===== config.mk =====
export PLATFORM = sky130hd
export DESIGN_NAME = output_display
export DESIGN_NICKNAME = d
export VERILOG_FILES = /design/src/rtl/output_display.sv
export SDC_FILE = /design/constraint.sdc
export NUM_CORES = 1
export LEC_CHECK = 0
export CORE_ASPECT_RATIO = 0.6
export CORE_UTILIZATION = 35
export CTS_CLUSTER_SIZE = 30
export DETAILED_ROUTE_END_ITERATION = 8
export GPL_ROUTABILITY_DRIVEN = 0
export GPL_TIMING_DRIVEN = 0
export SYNTH_ARGS = -nofsm -noshare
export SYNTH_HDL_FRONTEND = slang
export SYNTH_SLANG_ARGS = --single-unit
export TNS_END_PERCENT = 100

===== constraint.sdc =====
create_clock -name clk -period 2.3 [get_ports clk]
set_input_delay 0.345 -clock clk [delete_from_list [all_inputs] [get_ports clk]]
set_output_delay 0.345 -clock clk [all_outputs]
set_load 0.05 [all_outputs]

===== src/rtl/output_display.sv =====
`default_nettype none
// ============================================================================
// Module   : output_display
// Purpose  : Output register with sequential binary-to-BCD conversion driving a
//            4-digit multiplexed seven-segment display.
// Revision : 1.0
// ============================================================================
module output_display #(
    parameter int SCAN_DIV       = 1000,
    parameter bit SEG_ACTIVE_LOW = 1'b1
) (
    input  logic       clk,
    input  logic       rst,
    input  logic [7:0] bus,
    input  logic       out_en,
    input  logic       signed_mode,
    output logic [7:0] value,
    output logic       busy,
    output logic [6:0] seg,
    output logic [3:0] an
);

    localparam int PW = (SCAN_DIV > 1) ? $clog2(SCAN_DIV) : 1;
    localparam logic [PW-1:0] C_PRESC_MAX = PW'(SCAN_DIV - 1);

    localparam logic [1:0] S_IDLE = 2'd0;
    localparam logic [1:0] S_CONV = 2'd1;
    localparam logic [1:0] S_DONE = 2'd2;

    localparam logic [3:0] C_BLANK = 4'hA;
    localparam logic [3:0] C_MINUS = 4'hB;

    logic [1:0]    state_q, state_d;
    logic [7:0]    value_q, value_d;
    logic          sign_q, sign_d;
    logic [2:0]    iter_q, iter_d;
    // {hundreds, tens, ones, binary} shifted left once per iteration
    logic [19:0]   dd_q, dd_d;
    logic [15:0]   digits_q, digits_d;
    logic          busy_q;
    logic [PW-1:0] presc_q;
    logic [1:0]    idx_q;

    logic          w_neg;
    logic [7:0]    w_mag;
    logic [19:0]   w_adj;
    logic [3:0]    w_hund, w_tens, w_ones;
    logic [3:0]    w_code;
    logic [6:0]    w_seg;
    logic [3:0]    w_an;

    assign w_neg = signed_mode & bus[7];
    assign w_mag = w_neg ? (~bus + 8'd1) : bus;

    assign w_adj[7:0]   = dd_q[7:0];
    assign w_adj[11:8]  = (dd_q[11:8]  >= 4'd5) ? dd_q[11:8]  + 4'd3 : dd_q[11:8];
    assign w_adj[15:12] = (dd_q[15:12] >= 4'd5) ? dd_q[15:12] + 4'd3 : dd_q[15:12];
    assign w_adj[19:16] = (dd_q[19:16] >= 4'd5) ? dd_q[19:16] + 4'd3 : dd_q[19:16];

    assign w_hund = dd_q[19:16];
    assign w_tens = dd_q[15:12];
    assign w_ones = dd_q[11:8];

    always_comb begin
        state_d  = state_q;
        value_d  = value_q;
        sign_d   = sign_q;
        iter_d   = iter_q;
        dd_d     = dd_q;
        digits_d = digits_q;
        // A load always wins, restarting any conversion already under way
        if (out_en) begin
            value_d = bus;
            sign_d  = w_neg;
            dd_d    = {12'd0, w_mag};
            iter_d  = 3'd0;
            state_d = S_CONV;
        end else begin
            case (state_q)
                S_CONV: begin
                    dd_d   = {w_adj[18:0], 1'b0};
                    iter_d = iter_q + 3'd1;
                    if (iter_q == 3'd7) begin
                        state_d = S_DONE;
                    end
                end
                S_DONE: begin
                    digits_d[15:12] = sign_q ? C_MINUS : C_BLANK;
                    digits_d[11:8]  = (w_hund == 4'd0) ? C_BLANK : w_hund;
                    digits_d[7:4]   = ((w_hund == 4'd0) && (w_tens == 4'd0)) ? C_BLANK : w_tens;
                    digits_d[3:0]   = w_ones;
                    state_d         = S_IDLE;
                end
                default: ;
            endcase
        end
    end

    always_ff @(posedge clk or posedge rst) begin
        if (rst) begin
            state_q  <= S_IDLE;
            value_q  <= 8'd0;
            sign_q   <= 1'b0;
            iter_q   <= 3'd0;
            dd_q     <= 20'd0;
            digits_q <= {C_BLANK, C_BLANK, C_BLANK, 4'd0};
            busy_q   <= 1'b0;
        end else begin
            state_q  <= state_d;
            value_q  <= value_d;
            sign_q   <= sign_d;
            iter_q   <= iter_d;
            dd_q     <= dd_d;
            digits_q <= digits_d;
            busy_q   <= (state_d != S_IDLE);
        end
    end

    always_ff @(posedge clk or posedge rst) begin
        if (rst) begin
            presc_q <= '0;
            idx_q   <= 2'd0;
        end else if (presc_q == C_PRESC_MAX) begin
            presc_q <= '0;
            idx_q   <= idx_q + 2'd1;
        end else begin
            presc_q <= presc_q + 1'b1;
        end
    end

    assign w_code = digits_q[idx_q*4 +: 4];
    assign w_an   = 4'b0001 << idx_q;

    always_comb begin
        case (w_code)
            4'd0:    w_seg = 7'h3F;
            4'd1:    w_seg = 7'h06;
            4'd2:    w_seg = 7'h5B;
            4'd3:    w_seg = 7'h4F;
            4'd4:    w_seg = 7'h66;
            4'd5:    w_seg = 7'h6D;
            4'd6:    w_seg = 7'h7D;
            4'd7:    w_seg = 7'h07;
            4'd8:    w_seg = 7'h7F;
            4'd9:    w_seg = 7'h6F;
            C_MINUS: w_seg = 7'h40;
            default: w_seg = 7'h00;
        endcase
    end

    // Both outputs derive from the same index register, so they switch together
    assign seg   = w_seg ^ {7{SEG_ACTIVE_LOW}};
    assign an    = w_an ^ {4{SEG_ACTIVE_LOW}};
    assign value = value_q;
    assign busy  = busy_q;

endmodule
`default_nettype wire


==> Word-level counts from Yosys, hierarchy flattened <==
Memories as Yosys holds them, arrays and structs flattened.
Index checks and enable logic that the tools add are counted.
{ "totals": {"register_bits": 63, "romBits": 112, "in_bits": 12, "out_inout_bits": 20, "word_cells": 52, "memories": 1} }
{ "op_classes": {"add_sub_neg": 7, "magnitude_cmp": 3, "eq_ne": 4, "shift": 2, "mux": 15, "bitwise_logic": 5, "n_reduce_logical": 6} }
{ "memory_table": {"columns": ["memory", "words", "width", "read_ports", "rd_ports_with_merged_regs", "write_ports", "line_no", "rtl"], "rows": [
  ["(no name shown)", 16, 7, 1, 0, 0, "135", "case (w_code)"]
]} }
{ "op_table": {"columns": ["cell", "count"], "rows": [
  ["20-bit two-way mux", 2],
  ["4-bit two-way mux", 4],
  ["16-bit by 5-bit indexed part select with 4-bit output", 1],
  ["4-bit by 3-bit >= comparator with 1-bit output, second input constant", 3],
  ["10-bit by 1-bit adder with 10-bit output, second input constant", 1],
  ["10-bit == test, second input constant", 1],
  ["10-bit two-way mux", 1],
  ["3-bit two-way mux", 3],
  ["4-bit by 2-bit adder with 4-bit output, second input constant", 2],
  ["8-bit by 1-bit adder with 8-bit output, second input constant", 1],
  ["4-bit logical NOT", 2],
  ["8-bit two-way mux", 1],
  ["8-bit NOT", 1],
  ["7-bit NOT", 1],
  ["2-bit two-way mux", 2],
  ["4-bit NOT", 1],
  ["2-bit case mux with 2 select lines", 1],
  ["2-bit nonzero test", 2],
  ["1-bit by 2-bit << shifter with 4-bit output, first input constant", 1],
  ["3-bit by 1-bit adder with 3-bit output, second input constant", 1],
  ["3-bit by 2-bit adder with 3-bit output, second input constant", 1],
  ["3-bit == test, second input constant", 1],
  ["2-bit by 1-bit adder with 2-bit output, second input constant", 1],
  ["2-bit by 1-bit == test with 1-bit output, second input constant", 1],
  ["6 further kinds", 6]
]} }

==> Depth between registers and ports, before layout <==
{ "depth": {"ltp_word": 5, "depth_mapped": 7, "depth_no_buf": 6} }

==> Least setup slack after synthesis <==
Ideal clock, no wire load.
{ "synth_timing": {"kind": "register to output", "startpoint": "register idx_q[1]", "endpoint": "output port seg[4]", "arrival_time_ns": 2.390, "required_ns": 1.955, "path_slack_ns": -0.435, "path_stages_with_launch": 8, "path_cell_list": "dfrtp_1 buf_2 mux2_1 o22ai_2 inv_2 ha_1 mux2_2 a21oi_1"} }
{ "synth_via": {"elab_chain_len": 3} }
{ "synth_lines": {"columns": ["item", "line_no", "rtl"], "rows": [
  ["start, declared", "42", "logic [1:0] idx_q;"],
  ["start signal, assigned", "125", "idx_q <= idx_q + 2'd1;"],
  ["16-bit by 5-bit indexed part select with 4-bit output", "131", "assign w_code = digits_q[idx_q*4 +: 4];"],
  ["memory read 16 x 7 bit", null, null],
  ["7-bit NOT (no line)", null, null],
  ["end, declared", "19", "output logic [6:0] seg,"]
]} }
Every way passes these cells.

==> Worst setup path in the final report <==
Same ends and word-level chain as after synthesis.

==> results.md <==
- Part of the cycle the worst path needs: 1.09
- Slew Limit Fails: 0
- Internal cell power: between 2 and 2.5 mW
- Logic pwr share: 0.243
- Final WL: 7.25 mm
- Longest Clk Path Bufs: 2
- Crit end category: output port
- DRC viols: 0
- Top_reg_cell synth: dfrtp_1
- Global-route wire length before repair: approximately 12 mm
- Max VDD drop: around 440 uV
- Die Ht: 77.1 um
- Psw: about 1.1 mW
- Power Density: a little under 800 nW/um2
- EDFF count, synth: 0
- CP required: ~2000 ps
- Skew final: 6.87 ps
- P&R area growth vs syn: 32.9%
- Initial core utilization: 0.373
- Share of layout cells above drive strength 1: 0.251
- Status: finished, violations left
- DRT antenna net count: 0
- Synth area leaders: dfrtp_1 (43%), ha_1 (8.8%), mux2_2 (5.5%)
- Diodes inserted: 0
- Initial DRC count: 197
- Fin area: between 4000 and 5000 um2
- Row count: 26
- Max-cap violations: 0
- FMAX: between 300 and 400 MHz
- Core area: 8820 um2
- Hold_buf cts: 0
- Die X: roughly 130 um
- Layout net count: 421
- CP Launch Type: flop
- Worst-path fanout max: 7
- Clock Pin Slew Worst Setup and Hold Paths: ~50 ps
- Part of the power in registers: 0.368
- Via Count: 2479
- Worst EP arrival: between 2000 and 2500 ps
- Final setup TNS: -925 ps
- Tot GR Track Use: 0.158
- Sink Count: 60
- Synth warn: 0
- H-tree lvl count: 3
- Largest area contributor in the netlist: dfrtp_1
- Mapped Area: 3290 um2
- Hpwl dp: between 5 and 6 mm
- Initial antenna violation count: 0
- Fraction of registers with async set/reset: 1.00
- Clk pwr share: 0.389
- Num CTS Buffers: 9
- Post-Syn Area per Cell: 10.1 um2
- Worst min path class: input pin to asynchronous set/reset pin
- CTS tree: built
- GRT overflow: 0
- Synth Register Bits: 60
- Cells after Synth: 326
- RSZ-0062 raised after global routing: true
- Non-filler cells, final: between 500 and 600
- Placement Cell Area: 3790 um2
- Min Clock Period, post-route: about 2500 ps
- Critical Path, Cell by Cell: buf_6, mux2_4, o22ai_4, inv_2, ha_4, mux2_4, a21oi_2, buf_6
- I/O pins: 32
- Post-synth top area share: 0.426
- Worst-margin pin slew: around 560 ps
- Failing checks: negative setup slack
- Seq/Total Area, Yosys: 0.458
- Fin util: 0.496
- Leakage power: roughly 1.9 nW
- Final hold viol count: 0
- DR WL/cell: about 14 um
- Setup WS post-layout: -206 ps
- Vias in the first global route: 2414
- CP Class: flop to output port
- Most common cell in the netlist: dfrtp_1
- Count of final setup violators: 7
- Crit-path slowest cell: dfrtp_1
- Pre-CTS setup slack: -735 ps
- Crit-path max cell delay: approximately 400 ps
- Net Count, Synth: roughly 360
- Switching Share: 0.303
- 1st-pass router iterations: 4
- Largest net degree at the start of global routing: 39
- Clock root buffer: clkbuf_16
- Die footprint: approximately 9800 um2
- Port bufs: 31
- Mean number of vias per cell: around 4.8
- Later-pin clock latency in the skew report: roughly 320 ps
- Most frequent cells after synthesis: dfrtp_1 (56), nand2_1 (29), a21oi_1 (26), inv_1 (24), ha_1 (23)
- Relative slew slack: 0.628
- R2r setup slk: between 300 and 400 ps
- Netlist cell types: between 40 and 50
- Placed cells: around 480
per-layer routing:
metal | share of wire | track usage
met2 | 0.42 | 0.216
met3 | 0.031 | 0.0461
met5 | 0 | 0
met4 | 0.0037 | 0.0512
met1 | 0.55 | 0.233
timing repair:
item	4_1_cts	5_1_grt
gates cloned	0	0
buffers inserted	10	7
endpoints found under the setup margin	10	8
pin swaps	3	10
gates resized for setup	64	20
layout make-up:
class,instances,area [um2]
clock buffers,11,253
multi-input cells,227,1760
clock inverters,5,50.0
flip-flops and latches,60,1510
repair buffers,49,469
plain buffers,12,65.1
well taps,126,158
fillers,792,4450
inverters,27,106
path summary, 6_finish.rpt:
path / depth (start not counted) / endpoint / start
worst max-delay path: 8 / seg[4] / idx_q[1]$_DFFE_PP0N_
worst min-delay path: 2 / presc_q[0]$_DFF_PP0_ / rst
worst max register to register: 6 / idx_q[1]$_DFFE_PP0N_ / presc_q[0]$_DFF_PP0_
worst min register to register: 2 / digits_q[8]$_DFFE_PP0P_ / digits_q[8]$_DFFE_PP0P_
max in group asynchronous: 3 / digits_q[7]$_DFFE_PP1P_ / rst
min in group clk: 2 / digits_q[8]$_DFFE_PP0P_ / digits_q[8]$_DFFE_PP0P_
worst max-delay path: cells and delay by family (launching register included):
family | cells | cell delay, ps
adder cells (fa/ha/maj) | 1 | 160
buffers and inverters | 3 | 400
flip-flops | 1 | 390
AO/OA/AOI/OAI | 2 | 330
multiplexers | 2 | 570
registers in the layout, indices dropped and copies added, names as in the netlist:
| name | flops |
|---|---|
| idx_q | 2 |
| digits_q | 13 |
| sign_q | 1 |
| iter_q | 3 |
| dd_q | 20 |
| presc_q | 10 |
| state_q | 2 |
| value | 8 |
| busy | 1 |
through the flow:
| step | hold slack [ps] | power, mW |
|---|---|---|
| 2_1_floorplan | 433 | 1.88 |
| 3_3_place_gp | 450 | 2.10 |
| 3_5_place_dp | 466 | 2.13 |
| 4_1_cts | 393 | 3.51 |
| 5_1_grt | 428 | 3.67 |
| 6_report | 388 | 3.47 |
power by group through the flow:
stage	Combinational [mW]	Sequential [mW]	Clock (mW)
floorplan	0.534	1.35	0
global route	0.942	1.29	1.43
global placement	0.809	1.29	0
CTS	0.847	1.28	1.38
finish	0.846	1.28	1.35
detailed placement	0.836	1.29	0
placed cells by master, fill, tap and decap left out, types with 16 or more instances in the layout:
master           netlist  final
a21oi_1               26     21
buf_4                  1     16
clkdlybuf4s50_1        0     20
dfrtp_1               56     55
ha_1                  23     19
inv_1                 24     22
mux2_2                16     16
nand2_1               29     29
nor2_1                22     21
o21ai_0               17     17
kinds of logic (layout without fill, tap and decap cells):
| kind of cell | count (synthesis) | after routing | synth area share |
|---|---|---|---|
| mux | 32 | 32 | 0.109 |
| fa+ha+maj | 23 | 23 | 0.0876 |
| simple gates | 85 | 85 | 0.125 |
| buf+inv | 39 | 104 | 0.0476 |
| compound gates | 71 | 71 | 0.130 |
| flops | 60 | 60 | 0.458 |
| xor+xnor | 16 | 16 | 0.0426 |
(Power assumes the default switching activity.)
